`src/rtl/tpm_host_sequencer.sv`:
```
// rtl/tpm_host_sequencer.sv - TPM FIFO-interface host sequencer; optional poll timeout via TPM_SEQ_POLL_TIMEOUT_EN
module tpm_host_sequencer #(
  parameter int MAX_LEN    = 4096,
  parameter int POLL_LIMIT = 100000
) (
  input  logic        clk,
  input  logic        reset,
  input  logic [7:0]  cmdData,
  input  logic        cmdValid,
  output logic        cmdReady,
  output logic [7:0]  rspData,
  output logic        rspValid,
  input  logic        rspReady,
  output logic [15:0] hostAddr,
  output logic [7:0]  hostInData,
  input  logic [7:0]  hostOutData,
  output logic        hostIsWrite,
  output logic        hostStart,
  input  logic        hostIsReady,
  input  logic        hostGotResponse,
  output logic        busy,
  output logic        done,
  output logic        error
);
  localparam logic [15:0] ADDR_ACCESS = 16'h0000;
  localparam logic [15:0] ADDR_STS    = 16'h0018;
  localparam logic [15:0] ADDR_FIFO   = 16'h0024;

  typedef enum logic [3:0] {
    S_IDLE, S_REQ_LOC, S_CMD_READY, S_SEND, S_GO,
    S_POLL, S_RECV, S_RELEASE, S_RELINQUISH
  } state_t;

  state_t      r_state, w_next;
  logic        r_req, r_pend, r_seen_low, r_seen_resp;
  logic [7:0]  r_rd_data;
  logic [31:0] r_cnt, r_len;
  logic        w_start, w_acc_done, w_cmd_fire, w_rsp_fire;
  logic        w_len_bad, w_len_byte, w_abort, w_poll_expired;
  logic [7:0]  w_rd_data;
  logic        w_issue, w_wr;
  logic [15:0] w_addr;
  logic [7:0]  w_wdata;

  // A request waits in r_req until the host port is idle, so hostStart never fires while it is busy.
  assign w_start    = r_req & hostIsReady;
  assign hostStart  = w_start;
  assign w_acc_done = r_pend & r_seen_low & hostIsReady & (hostIsWrite | r_seen_resp | hostGotResponse);
  assign w_rd_data  = hostGotResponse ? hostOutData : r_rd_data;
  assign cmdReady   = (r_state == S_SEND) & ~r_req & ~r_pend;
  assign w_cmd_fire = cmdValid & cmdReady;
  assign w_rsp_fire = rspValid & rspReady;
  assign w_len_bad  = (r_len < 32'd10) || (r_len > 32'(MAX_LEN));
  assign w_len_byte = (r_cnt >= 32'd2) && (r_cnt <= 32'd5);

`ifdef TPM_SEQ_POLL_TIMEOUT_EN
  logic [31:0] r_poll_cnt;
  assign w_poll_expired = (r_poll_cnt >= 32'(POLL_LIMIT));

  // Count STS reads issued since entering POLL.
  always_ff @(posedge clk or posedge reset) begin
    if (reset)                 r_poll_cnt <= '0;
    else if (r_state != S_POLL) r_poll_cnt <= '0;
    else if (w_start)          r_poll_cnt <= r_poll_cnt + 32'd1;
  end
`else
  logic w_unused_poll_limit;
  assign w_poll_expired      = 1'b0;
  assign w_unused_poll_limit = ^32'(POLL_LIMIT);
`endif

  // State register.
  always_ff @(posedge clk or posedge reset) begin
    if (reset) r_state <= S_IDLE;
    else       r_state <= w_next;
  end

  // Next-state decode; length checks happen once header bytes 2..5 are in.
  always_comb begin
    w_next  = r_state;
    w_abort = 1'b0;
    case (r_state)
      S_IDLE:      if (cmdValid) w_next = S_REQ_LOC;
      S_REQ_LOC:   if (w_acc_done) w_next = S_CMD_READY;
      S_CMD_READY: if (w_acc_done) w_next = S_SEND;
      S_SEND: if (w_acc_done) begin
        if (r_cnt == 32'd6 && w_len_bad) begin
          w_abort = 1'b1;
          w_next  = S_RELEASE;
        end else if (r_cnt >= 32'd6 && r_cnt == r_len) begin
          w_next = S_GO;
        end
      end
      S_GO:        if (w_acc_done) w_next = S_POLL;
      S_POLL: if (w_acc_done) begin
        if ((w_rd_data & 8'h90) == 8'h90) begin
          w_next = S_RECV;
        end else if (w_poll_expired) begin
          w_abort = 1'b1;
          w_next  = S_RELEASE;
        end
      end
      S_RECV: if (w_rsp_fire) begin
        if (r_cnt == 32'd5 && w_len_bad) begin
          w_abort = 1'b1;
          w_next  = S_RELEASE;
        end else if (r_cnt >= 32'd5 && (r_cnt + 32'd1) == r_len) begin
          w_next = S_RELEASE;
        end
      end
      S_RELEASE:    if (w_acc_done) w_next = S_RELINQUISH;
      S_RELINQUISH: if (w_acc_done) w_next = S_IDLE;
      default:      w_next = S_IDLE;
    endcase
  end

  // Host access to queue: one on state entry, or a repeat within SEND/POLL/RECV.
  always_comb begin
    w_issue = 1'b0;
    w_wr    = 1'b0;
    w_addr  = ADDR_ACCESS;
    w_wdata = 8'h00;
    if (w_next != r_state) begin
      case (w_next)
        S_REQ_LOC:    begin w_issue = 1'b1; w_wr = 1'b1; w_addr = ADDR_ACCESS; w_wdata = 8'h02; end
        S_CMD_READY:  begin w_issue = 1'b1; w_wr = 1'b1; w_addr = ADDR_STS;    w_wdata = 8'h40; end
        S_GO:         begin w_issue = 1'b1; w_wr = 1'b1; w_addr = ADDR_STS;    w_wdata = 8'h20; end
        S_POLL:       begin w_issue = 1'b1; w_addr = ADDR_STS;  end
        S_RECV:       begin w_issue = 1'b1; w_addr = ADDR_FIFO; end
        S_RELEASE:    begin w_issue = 1'b1; w_wr = 1'b1; w_addr = ADDR_STS;    w_wdata = 8'h40; end
        S_RELINQUISH: begin w_issue = 1'b1; w_wr = 1'b1; w_addr = ADDR_ACCESS; w_wdata = 8'h20; end
        default:      w_issue = 1'b0;
      endcase
    end else if (r_state == S_SEND && w_cmd_fire) begin
      w_issue = 1'b1; w_wr = 1'b1; w_addr = ADDR_FIFO; w_wdata = cmdData;
    end else if (r_state == S_POLL && w_acc_done) begin
      w_issue = 1'b1; w_addr = ADDR_STS;
    end else if (r_state == S_RECV && w_rsp_fire) begin
      w_issue = 1'b1; w_addr = ADDR_FIFO;
    end
  end

  // Host handshake: hold request fields, then track ready-low and response until completion.
  always_ff @(posedge clk or posedge reset) begin
    if (reset) begin
      r_req       <= 1'b0;
      r_pend      <= 1'b0;
      r_seen_low  <= 1'b0;
      r_seen_resp <= 1'b0;
      r_rd_data   <= 8'h00;
      hostAddr    <= 16'h0000;
      hostInData  <= 8'h00;
      hostIsWrite <= 1'b0;
    end else begin
      if (w_issue) begin
        r_req       <= 1'b1;
        hostAddr    <= w_addr;
        hostInData  <= w_wdata;
        hostIsWrite <= w_wr;
      end else if (w_start) begin
        r_req <= 1'b0;
      end
      if (w_start) begin
        r_pend      <= 1'b1;
        r_seen_low  <= 1'b0;
        r_seen_resp <= 1'b0;
      end else if (w_acc_done) begin
        r_pend <= 1'b0;
      end else if (r_pend) begin
        if (!hostIsReady)    r_seen_low  <= 1'b1;
        if (hostGotResponse) r_seen_resp <= 1'b1;
      end
      if (r_pend && hostGotResponse) r_rd_data <= hostOutData;
    end
  end

  // Byte counting, header length capture, response presentation and status flags.
  always_ff @(posedge clk or posedge reset) begin
    if (reset) begin
      r_cnt    <= '0;
      r_len    <= '0;
      rspData  <= 8'h00;
      rspValid <= 1'b0;
      busy     <= 1'b0;
      done     <= 1'b0;
      error    <= 1'b0;
    end else begin
      if (w_next != r_state && (w_next == S_SEND || w_next == S_RECV)) begin
        r_cnt <= '0;
        r_len <= '0;
      end else if (r_state == S_SEND && w_cmd_fire) begin
        r_cnt <= r_cnt + 32'd1;
        if (w_len_byte) r_len <= {r_len[23:0], cmdData};
      end else if (r_state == S_RECV) begin
        if (w_acc_done && w_len_byte) r_len <= {r_len[23:0], w_rd_data};
        if (w_rsp_fire) r_cnt <= r_cnt + 32'd1;
      end
      if (r_state == S_RECV && w_acc_done) begin
        rspData  <= w_rd_data;
        rspValid <= 1'b1;
      end else if (w_rsp_fire) begin
        rspValid <= 1'b0;
      end
      busy <= (w_next != S_IDLE);
      done <= (r_state == S_RELINQUISH) && (w_next == S_IDLE) && !error;
      if (r_state == S_IDLE && w_next != S_IDLE) error <= 1'b0;
      else if (w_abort)                          error <= 1'b1;
    end
  end
endmodule

```
`config.mk`:
```
export PLATFORM = sky130hd
export DESIGN_NAME = tpm_host_sequencer
export DESIGN_NICKNAME = d
export VERILOG_FILES = /design/src/rtl/tpm_host_sequencer.sv
export SDC_FILE = /design/constraint.sdc
export NUM_CORES = 1
export LEC_CHECK = 0
export CAP_MARGIN = 20
export CELL_PAD_IN_SITES_DETAIL_PLACEMENT = 1
export CELL_PAD_IN_SITES_GLOBAL_PLACEMENT = 1
export CORE_ASPECT_RATIO = 0.9
export CORE_MARGIN = 5
export CORE_UTILIZATION = 40
export DETAILED_ROUTE_END_ITERATION = 8
export PLACE_DENSITY = 0.84
export SETUP_SLACK_MARGIN = 0.15
export SKIP_CTS_REPAIR_TIMING = 1
export SYNTH_ARGS = -nofsm -noshare
export SYNTH_HDL_FRONTEND = slang
export SYNTH_SLANG_ARGS = --single-unit
export TNS_END_PERCENT = 30
```
`constraint.sdc`:
```
create_clock -name clk -period 8.9 [get_ports clk]
set_input_delay 0.89 -clock clk [delete_from_list [all_inputs] [get_ports clk]]
set_output_delay 0.89 -clock clk [all_outputs]
set_load 0.05 [all_outputs]
```
==> results of run 1 <==
## state kept, by name, indices dropped and copies added, names as in the netlist, 2 cells and up
name and cells:
hostAddr 2, hostInData 8, r_cnt 32, r_len 32, r_rd_data 8, r_state 4, rspData 8
## worst min-delay path by stage
stage               slack, ns  cells past startpoint                        to                      from
finish                   0.51                      2   r_seen_resp$_DFFE_PP0P_   r_seen_resp$_DFFE_PP0P_
global route             0.53                      2   r_seen_resp$_DFFE_PP0P_   r_seen_resp$_DFFE_PP0P_
CTS                      0.51                      1  r_rd_data[6]$_DFFE_PP0P_  r_rd_data[6]$_DFFE_PP0P_
detailed placement       0.49                      2   r_seen_resp$_DFFE_PP0P_   r_seen_resp$_DFFE_PP0P_
global placement         0.48                      1  r_rd_data[4]$_DFFE_PP0P_  r_rd_data[4]$_DFFE_PP0P_
floorplan                0.47                      2   r_seen_resp$_DFFE_PP0P_   r_seen_resp$_DFFE_PP0P_
## Yosys cell counts (3+ instances only)
cell | instances | area [um2]
buf_2 | 11 | 55.1
nor2b_1 | 6 | 37.5
nand2_1 | 108 | 405
nor4_1 | 31 | 194
a211oi_1 | 3 | 22.5
or4_1 | 3 | 22.5
and3_1 | 5 | 31.3
a21o_1 | 4 | 30.0
dfrtp_1 | 103 | 2580
o22ai_1 | 3 | 18.8
a2111oi_0 | 4 | 35.0
nand3b_1 | 3 | 22.5
or3_1 | 14 | 87.6
nor3_1 | 22 | 110
xor2_1 | 48 | 420
or2_2 | 3 | 18.8
nor2_1 | 57 | 214
mux2_2 | 9 | 101
a21oi_1 | 62 | 310
and4_1 | 5 | 43.8
o211ai_1 | 11 | 82.6
a31oi_1 | 7 | 43.8
mux2i_1 | 8 | 80.1
and2_1 | 5 | 31.3
o21ai_0 | 20 | 100
clkbuf_1 | 32 | 120
nand4_1 | 29 | 181
nor4_2 | 3 | 37.5
a221o_1 | 4 | 40.0
nor4b_1 | 3 | 26.3
buf_4 | 17 | 128
ha_1 | 4 | 50.1
a22o_1 | 6 | 52.6
a211o_1 | 6 | 52.6
nand3_1 | 17 | 85.1
xnor2_1 | 21 | 184
inv_1 | 17 | 63.8
## power groups by stage
| stage | Sequential [uW] | Clock, uW | Combinational (uW) |
|---|---|---|---|
| global placement | 674 | 0 | 759 |
| detailed placement | 678 | 0 | 778 |
| floorplan | 712 | 0 | 511 |
| finish | 673 | 407 | 783 |
| global route | 688 | 435 | 850 |
| CTS | 672 | 416 | 783 |
## final cells by class
class | count | area (um2) | area share [%]
flip-flops and latches | 103 | 2580 | 34.8
clock buffers | 9 | 225 | 3.04
inverters | 18 | 71.3 | 0.964
multi-input cells | 588 | 3670 | 49.7
clock inverters | 7 | 72.6 | 0.981
repair buffers | 53 | 518 | 7.00
well taps | 207 | 259 | 3.50
## cells in the final DEF, fill, tap and decap left out, types with 21 or more instances in the layout
cell type / n
xor2_1: 48
nand2_1: 108
dfrtp_1: 103
clkdlybuf4s50_1: 48
nor2_1: 57
nand4_1: 29
nor3_1: 21
xnor2_1: 21
nor4_1: 31
a21oi_1: 62
## routing by layer
layer,vias up,GRT usage [%],wire [um]
met5,-,0,0
met4,0,6.42,409
met2,199,35.3,9950
li1,2740,-,-
met1,2976,30.9,9700
met3,34,4.61,1180
## stage by stage
step | total power, uW | hold WS, ns | util [%] | std cells | setup WS (ns)
4_1_cts | 1870 | 0.512 | 45.7 | 984 | 4.36
2_1_floorplan | 1220 | 0.468 | - | 772 | 5.17
6_report | 1860 | 0.506 | 45.7 | 985 | 4.32
3_5_place_dp | 1460 | 0.494 | 43.8 | 968 | 4.00
5_1_grt | 1970 | 0.531 | 45.7 | 985 | 4.07
3_3_place_gp | 1430 | 0.479 | 43.8 | 968 | 4.31
## logic make-up (layout without fill, tap and decap cells)
| kind of cell | count (synthesis) | after routing | synth area share [%] |
|---|---|---|---|
| other | 1 | 12 | 0.0568 |
| DFF | 103 | 103 | 39.1 |
| xor gates and xnor gates | 69 | 69 | 9.16 |
| muxes | 18 | 18 | 3.09 |
| AOI/OAI and AO/OA | 153 | 153 | 15.6 |
| adders and majority gates | 4 | 4 | 0.759 |
| buffers and inverters | 81 | 87 | 5.92 |
| and+or+nand+nor | 332 | 332 | 26.4 |
## worst min-delay path, stage by stage (launching register included)
cell,delay (ns)
dfrtp_1,0.35
nor2_1,0.05
nor2_1,0.07
==> results.ini, run 1 <==
[status]
outcome = finished clean

[sta]
hold_viol_final = 0
fin_worst_skew_ns = 0.0124
period_share_pct = 51.5
setup_viol = 0
max_slew_margin_pct = 36.7
tightest_slew_ns = 0.949
fin_setup_tns_ns = 0
max_freq_mhz = 218
slew_viol_final = 0
fin_crit_ns = 4.58
rsz0062_at_grt = false

[clock_tree]
cts_tree = done
root_buffer = clkbuf_16
cts.sinks = 103
cts_inserted_buffers = 9
clock_path_buffers = 2
path_clk_slew_ns = 0.08
insertion_delay_ns = 0.37
cts_max_level = 3

[setup_path]
reg2reg_from = r_cnt[2]$_DFFE_PP0P_
path_cells = nand3_2 > or4_1 > xnor2_1 > or4b_1 > or4_4 > a2111oi_4 > a21oi_2 > clkinv_2 > mux2i_1 > mux2i_4 > a221o_1
path_buf_inv = 1
cp_num_cells = 11
cp_max_fo = 15
crit_family = simple AND/OR/NAND/NOR gates
startpoint_type = flop
reg2reg_to = hostInData[6]$_DFFE_PP0P_
crit_start = r_cnt[2]$_DFFE_PP0P_
max_stage_delay_ns = 0.75
end_kind = flop
worstSetupPathType = reg2reg
reg2reg_slack_ns = 4.32
worstSetupEndpoint = hostInData[6]$_DFFE_PP0P_
slowest_stage = or4_1
critPathRequiredTime_ns = 9.15
r2r_cells = 11
crit_arrival_ns = 4.83

[grt]
antenna_found_initial = 0
grt_pass1_vias = 6163
grt_max_degree = 71
grt-ovfl-total = 0
grt_pass1_wl_mm = 34.7
track_usage_pct = 22.3

[final_layout]
final_area_um2 = 7400
antenna_cells = 0
fill_cells = 1910
drive_above_1_share_pct = 7.20
area_growth_pct = 12.2
fin_nets = 799

[pwr]
power_density_nw_per_um2 = 252
power.clock.fraction_pct = 21.9
switching_share_pct = 43.6
p_switching_uw = 813
power_frac_comb_pct = 42.0
vdd_drop_max_v = 0.000191
p_leak_uw = 0.00317
pwr-share-seq_pct = 36.1
p_int_uw = 1050

[detailed_routing]
vias = 5949
vias_per_cell = 6.04
first_iter_violations = 407
wl_per_cell_um = 21.6
antenna_left = 0
wl_mm = 21.2
drt_first_pass_iters = 6
drc = 0

[yosys]
async_reset_ff_share_pct = 100
netlist_area_um2 = 6600
synth_flop_cell = dfrtp_1
ys_seq_elements = 103
postSynthCellCount = 761
yosysSeqAreaShare_pct = 39.1
yosysWarnings = 0
synth_edf_count = 0
yosys.cell_types.count = 77
syn-mean-instance-area_um2 = 8.67

[min_path]
hold_class = reg2reg

[placement]
post_dp_cell_area_um2 = 7090
place_congestion = 0.962
dp_hpwl_mm = 15.7
io_buffers = 48

[die]
die_width_um = 145
die_area_um2 = 19200
initial_core_util_pct = 40.8
die_y_um = 132
core_um2 = 16200
io_pins = 61
std_cell_rows = 44

[job]
maxCapViolations = 0

Power figures use the tool's default switching activity.
==> inputs of run 2 (changes only) <==
--- a/config.mk
+++ b/config.mk
@@ -12,7 +12,7 @@
 export CORE_MARGIN = 5
 export CORE_UTILIZATION = 40
 export DETAILED_ROUTE_END_ITERATION = 8
-export PLACE_DENSITY = 0.84
+export PLACE_DENSITY = 0.87
 export SETUP_SLACK_MARGIN = 0.15
 export SKIP_CTS_REPAIR_TIMING = 1
 export SYNTH_ARGS = -nofsm -noshare
==> constraint.sdc (replaced) <==
create_clock -name clk -period 4.03 [get_ports clk]
set_input_delay 0.403 -clock clk [delete_from_list [all_inputs] [get_ports clk]]
set_output_delay 0.403 -clock clk [all_outputs]
set_load 0.05 [all_outputs]
==> results.ini, run 2 (synthesis gave the netlist of run 1 again) <==
[status]
outcome = finished clean

[clock_tree]
clock_path_buffers = 2
cts.sinks = 103
cts_inserted_buffers = 9
cts_tree = done
root_buffer = clkbuf_16
cts_max_level = 3
insertion_delay_ns = 0.37
path_clk_slew_ns = 0.08

[die]
die_area_um2 = 19200
io_pins = 61
die_width_um = 145
std_cell_rows = 44
core_um2 = 16200
initial_core_util_pct = 40.8
die_y_um = 132

[final_layout]
largestRegisters = r_cnt: 32 flops, r_len: 32 flops
antenna_cells = 0
area_growth_pct = 19.0
fin_nets = 847
drive_above_1_share_pct = 13.9
final_common_cell = nand2_1
final_cell_mix = nand2_1, dfrtp_1, a21oi_1

[setup_path]
cp_max_fo = 10
worstSetupPathType = reg2reg
crit_arrival_ns = 4.03
end_kind = flop
startpoint_type = flop
r2r_cells = 14
critPathRequiredTime_ns = 4.29

[sta]
setup_viol = 0
slew_viol_final = 0
hold_viol_final = 0
rsz0062_at_grt = false
fin_crit_ns = 3.77
max_slew_margin_pct = 53.6
hold_ws_ns = 0.475
period_share_pct = 93.6
tightest_slew_ns = 0.696
max_freq_mhz = 265
setup_ws_ns = 0.257
fin_setup_tns_ns = 0
fin_worst_skew_ns = 0.0166

[detailed_routing]
wl_met1_mm = 10.0
drc = 0
wl_met3_mm = 1.51
antenna_left = 0
route.met2.wl_mm = 10.8
wl_mm = 22.9
vias_per_cell = 6.00
drt_first_pass_iters = 4
wl_per_cell_um = 22.2
first_iter_violations = 451
top_layer = met4
vias = 6202

[grt]
grt_pass1_vias = 6527
grt_max_degree = 65
antenna_found_initial = 0
grt_pass1_wl_mm = 36.6
grt-ovfl-total = 0
track_usage_pct = 23.5

[pwr]
vdd_drop_max_v = 0.000475
power_uw = 4380
p_leak_uw = 0.00343
power_density_nw_per_um2 = 559

[placement]
dp_hpwl_mm = 17.3
preCtsSetupSlack_ns = -0.0312
place_congestion = 0.951
io_buffers = 48

[job]
maxCapViolations = 0

[min_path]
hold_class = reg2reg
whs_path_depth = 1

[run 2: power by group]
part	switching, uW	leakage (uW)	internal, uW
sequential	216	0.00138	1230
combinational	1230	0.00191	835
clock	442	0.000139	436
total	1890	0.00343	2500
[run 2: path summary, 6_finish.rpt]
check | startpoint | to | slack [ns]
min reg2reg | error$_DFFE_PP0P_ | done$_DFF_PP0_ | 0.48
min | error$_DFFE_PP0P_ | done$_DFF_PP0_ | 0.48
min in group asynchronous | reset | r_len[15]$_DFFE_PP0P_ | 0.50
max in group asynchronous | reset | r_cnt[0]$_DFFE_PP0P_ | 2.70
max reg2reg | r_cnt[0]$_DFFE_PP0P_ | hostInData[1]$_DFFE_PP0P_ | 0.26
max | r_cnt[0]$_DFFE_PP0P_ | hostInData[1]$_DFFE_PP0P_ | 0.26
[run 2: metal layers]
| metal | vias to the layer above | track usage [%] |
|---|---|---|
| met3 | 36 | 5.09 |
| met4 | 0 | 7.36 |
| met1 | 3087 | 31.2 |
| met5 | - | 0 |
| met2 | 249 | 38.7 |
| li1 | 2830 | - |
[run 2: area by class of cell]
type	instances	area, um2
inverters	18	71.3
fillers	1905	8340
multi-input cells	588	3750
repair buffers	101	898
clock buffers	10	229
well taps	207	259
clock inverters	6	61.3
flip-flops and latches	103	2580
[run 2: worst max-delay path, stage by stage (launching register included)]
cell       delay [ns]
dfrtp_2          0.42
inv_1            0.10
ha_1             0.33
xor2_1           0.16
nor4b_2          0.29
nand3_1          0.13
or4b_1           0.49
or4_4            0.45
a2111oi_4        0.24
a21oi_2          0.12
clkinv_2         0.10
mux2i_4          0.27
mux2i_4          0.10
buf_12           0.15
a221o_1          0.30
[run 2: metrics by stage]
stage / cell area (um2) / instances / util, %
after floorplan: 6640 / 772 / -
after detailed placement: 7440 / 1012 / 45.9
after global placement: 7440 / 1012 / 45.9
final: 7850 / 1033 / 48.5
after global routing: 7850 / 1033 / 48.5
after CTS: 7730 / 1028 / 47.7
==> inputs of run 3 (changes only) <==
--- a/config.mk
+++ b/config.mk
@@ -12,7 +12,7 @@
 export CORE_MARGIN = 5
 export CORE_UTILIZATION = 40
 export DETAILED_ROUTE_END_ITERATION = 8
-export PLACE_DENSITY = 0.87
+export PLACE_DENSITY = 0.84
 export SETUP_SLACK_MARGIN = 0.15
 export SKIP_CTS_REPAIR_TIMING = 1
 export SYNTH_ARGS = -nofsm -noshare
==> constraint.sdc (replaced) <==
create_clock -name clk -period 4.3 [get_ports clk]
set_input_delay 0.43 -clock clk [delete_from_list [all_inputs] [get_ports clk]]
set_output_delay 0.43 -clock clk [all_outputs]
set_load 0.05 [all_outputs]
==> results.ini, run 3 (synthesis gave the netlist of run 1 again) <==
[clock_tree]
cts_tree = done
cts_max_level = 3
cts.sinks = 103
cts_inserted_buffers = 9
insertion_delay_ns = 0.37
path_clk_slew_ns = 0.09
root_buffer = clkbuf_16
clock_path_buffers = 2

[pwr]
p_leak_uw = 0.00330
vdd_drop_max_v = 0.000591
power_uw = 3990
power_density_nw_per_um2 = 521

[setup_path]
startpoint_type = flop
path_cells = buf_4 > inv_1 > ha_1 > xor2_1 > nor4b_2 > nand3_1 > or4b_1 > or4_4 > a2111oi_4 > a21oi_2 > clkinv_2 > mux2i_4 > mux2i_4 > a221o_1
worstSetupPathType = reg2reg
crit_start = r_cnt[1]$_DFFE_PP0P_
crit_family = simple AND/OR/NAND/NOR gates
path_common_cell = mux2i_4
slowest_stage = or4b_1
critPathRequiredTime_ns = 4.56
end_kind = flop
reg2reg_from = r_cnt[1]$_DFFE_PP0P_
cp_max_fo = 10
path_buf_inv = 3
crit_arrival_ns = 4.24
max_stage_delay_ns = 0.46

[sta]
slew_viol_final = 0
fin_setup_tns_ns = 0
setup_viol = 0
hold_ws_ns = 0.471
fin_crit_ns = 3.98
hold_viol_final = 0
max_freq_mhz = 252
tightest_slew_ns = 0.733
period_share_pct = 92.5
rsz0062_at_grt = false
max_slew_margin_pct = 50.7
fin_worst_skew_ns = 0.0150

[die]
die_width_um = 145
io_pins = 61
core_um2 = 16200
die_area_um2 = 19200
std_cell_rows = 44
initial_core_util_pct = 40.8
die_y_um = 132

[detailed_routing]
wl_per_cell_um = 22.3
vias = 6189
antenna_left = 0
drc = 0
vias_per_cell = 6.12
wl_mm = 22.6
first_iter_violations = 420
drt_first_pass_iters = 5

[final_layout]
area_growth_pct = 15.9
final_common_cell = nand2_1
largestRegisters = r_cnt: 32 flops, r_len: 32 flops
fill_cells = 1911
final_cell_mix = nand2_1, dfrtp_1, a21oi_1
fin_nets = 826
drive_above_1_share_pct = 11.4
antenna_cells = 0

[grt]
grt-ovfl-total = 0
grt_pass1_vias = 6399
grt_max_degree = 65
track_usage_pct = 23.4
antenna_found_initial = 0
grt_pass1_wl_mm = 36.1

[placement]
dp_hpwl_mm = 16.8
place_congestion = 0.988
io_buffers = 48

[status]
outcome = finished clean

[min_path]
holdCritStartpoint = error$_DFFE_PP0P_
hold_class = reg2reg

[job]
maxCapViolations = 0

[run 3: final cells by class]
| class | instances | area (um2) | share of cell area, % |
|---|---|---|---|
| Multi-Input combinational cell | 588 | 3710 | 48.5 |
| Sequential cell | 103 | 2580 | 33.8 |
| Inverter | 18 | 71.3 | 0.933 |
| Clock inverter | 7 | 77.6 | 1.01 |
| Tap cell | 207 | 259 | 3.39 |
| Timing Repair Buffer | 80 | 721 | 9.42 |
| Clock buffer | 9 | 225 | 2.95 |
[run 3: power breakdown]
group,switching (uW),internal (uW)
logic,1100,661
registers,212,1150
clock network,444,417
total,1760,2230
[run 3: routing by layer]
metal	track usage, %	routed length [um]
met1	31.2	9950
met2	37.1	10400
met3	5.50	1600
met4	8.55	635
met5	0	0
[run 3: per-stage QoR]
stage	instances	area [um2]	worst slack, ns	utilization, %
after global placement	996	7300	0.131	45.1
after detailed placement	996	7300	0.0490	45.1
final	1012	7650	0.325	47.2
after global routing	1012	7650	0.132	47.2
after CTS	1012	7610	0.205	47.0
after floorplan	772	6640	0.566	-
[run 3: worst paths after layout]
path	depth (start not counted)	slack (ns)	to
min in group asynchronous	2	0.48	r_len[15]$_DFFE_PP0P_
max reg2reg	14	0.32	hostInData[5]$_DFFE_PP0P_
min	1	0.47	done$_DFF_PP0_
min reg2reg	1	0.47	done$_DFF_PP0_
max in group asynchronous	3	2.99	r_rd_data[1]$_DFFE_PP0P_
max	14	0.32	hostInData[5]$_DFFE_PP0P_
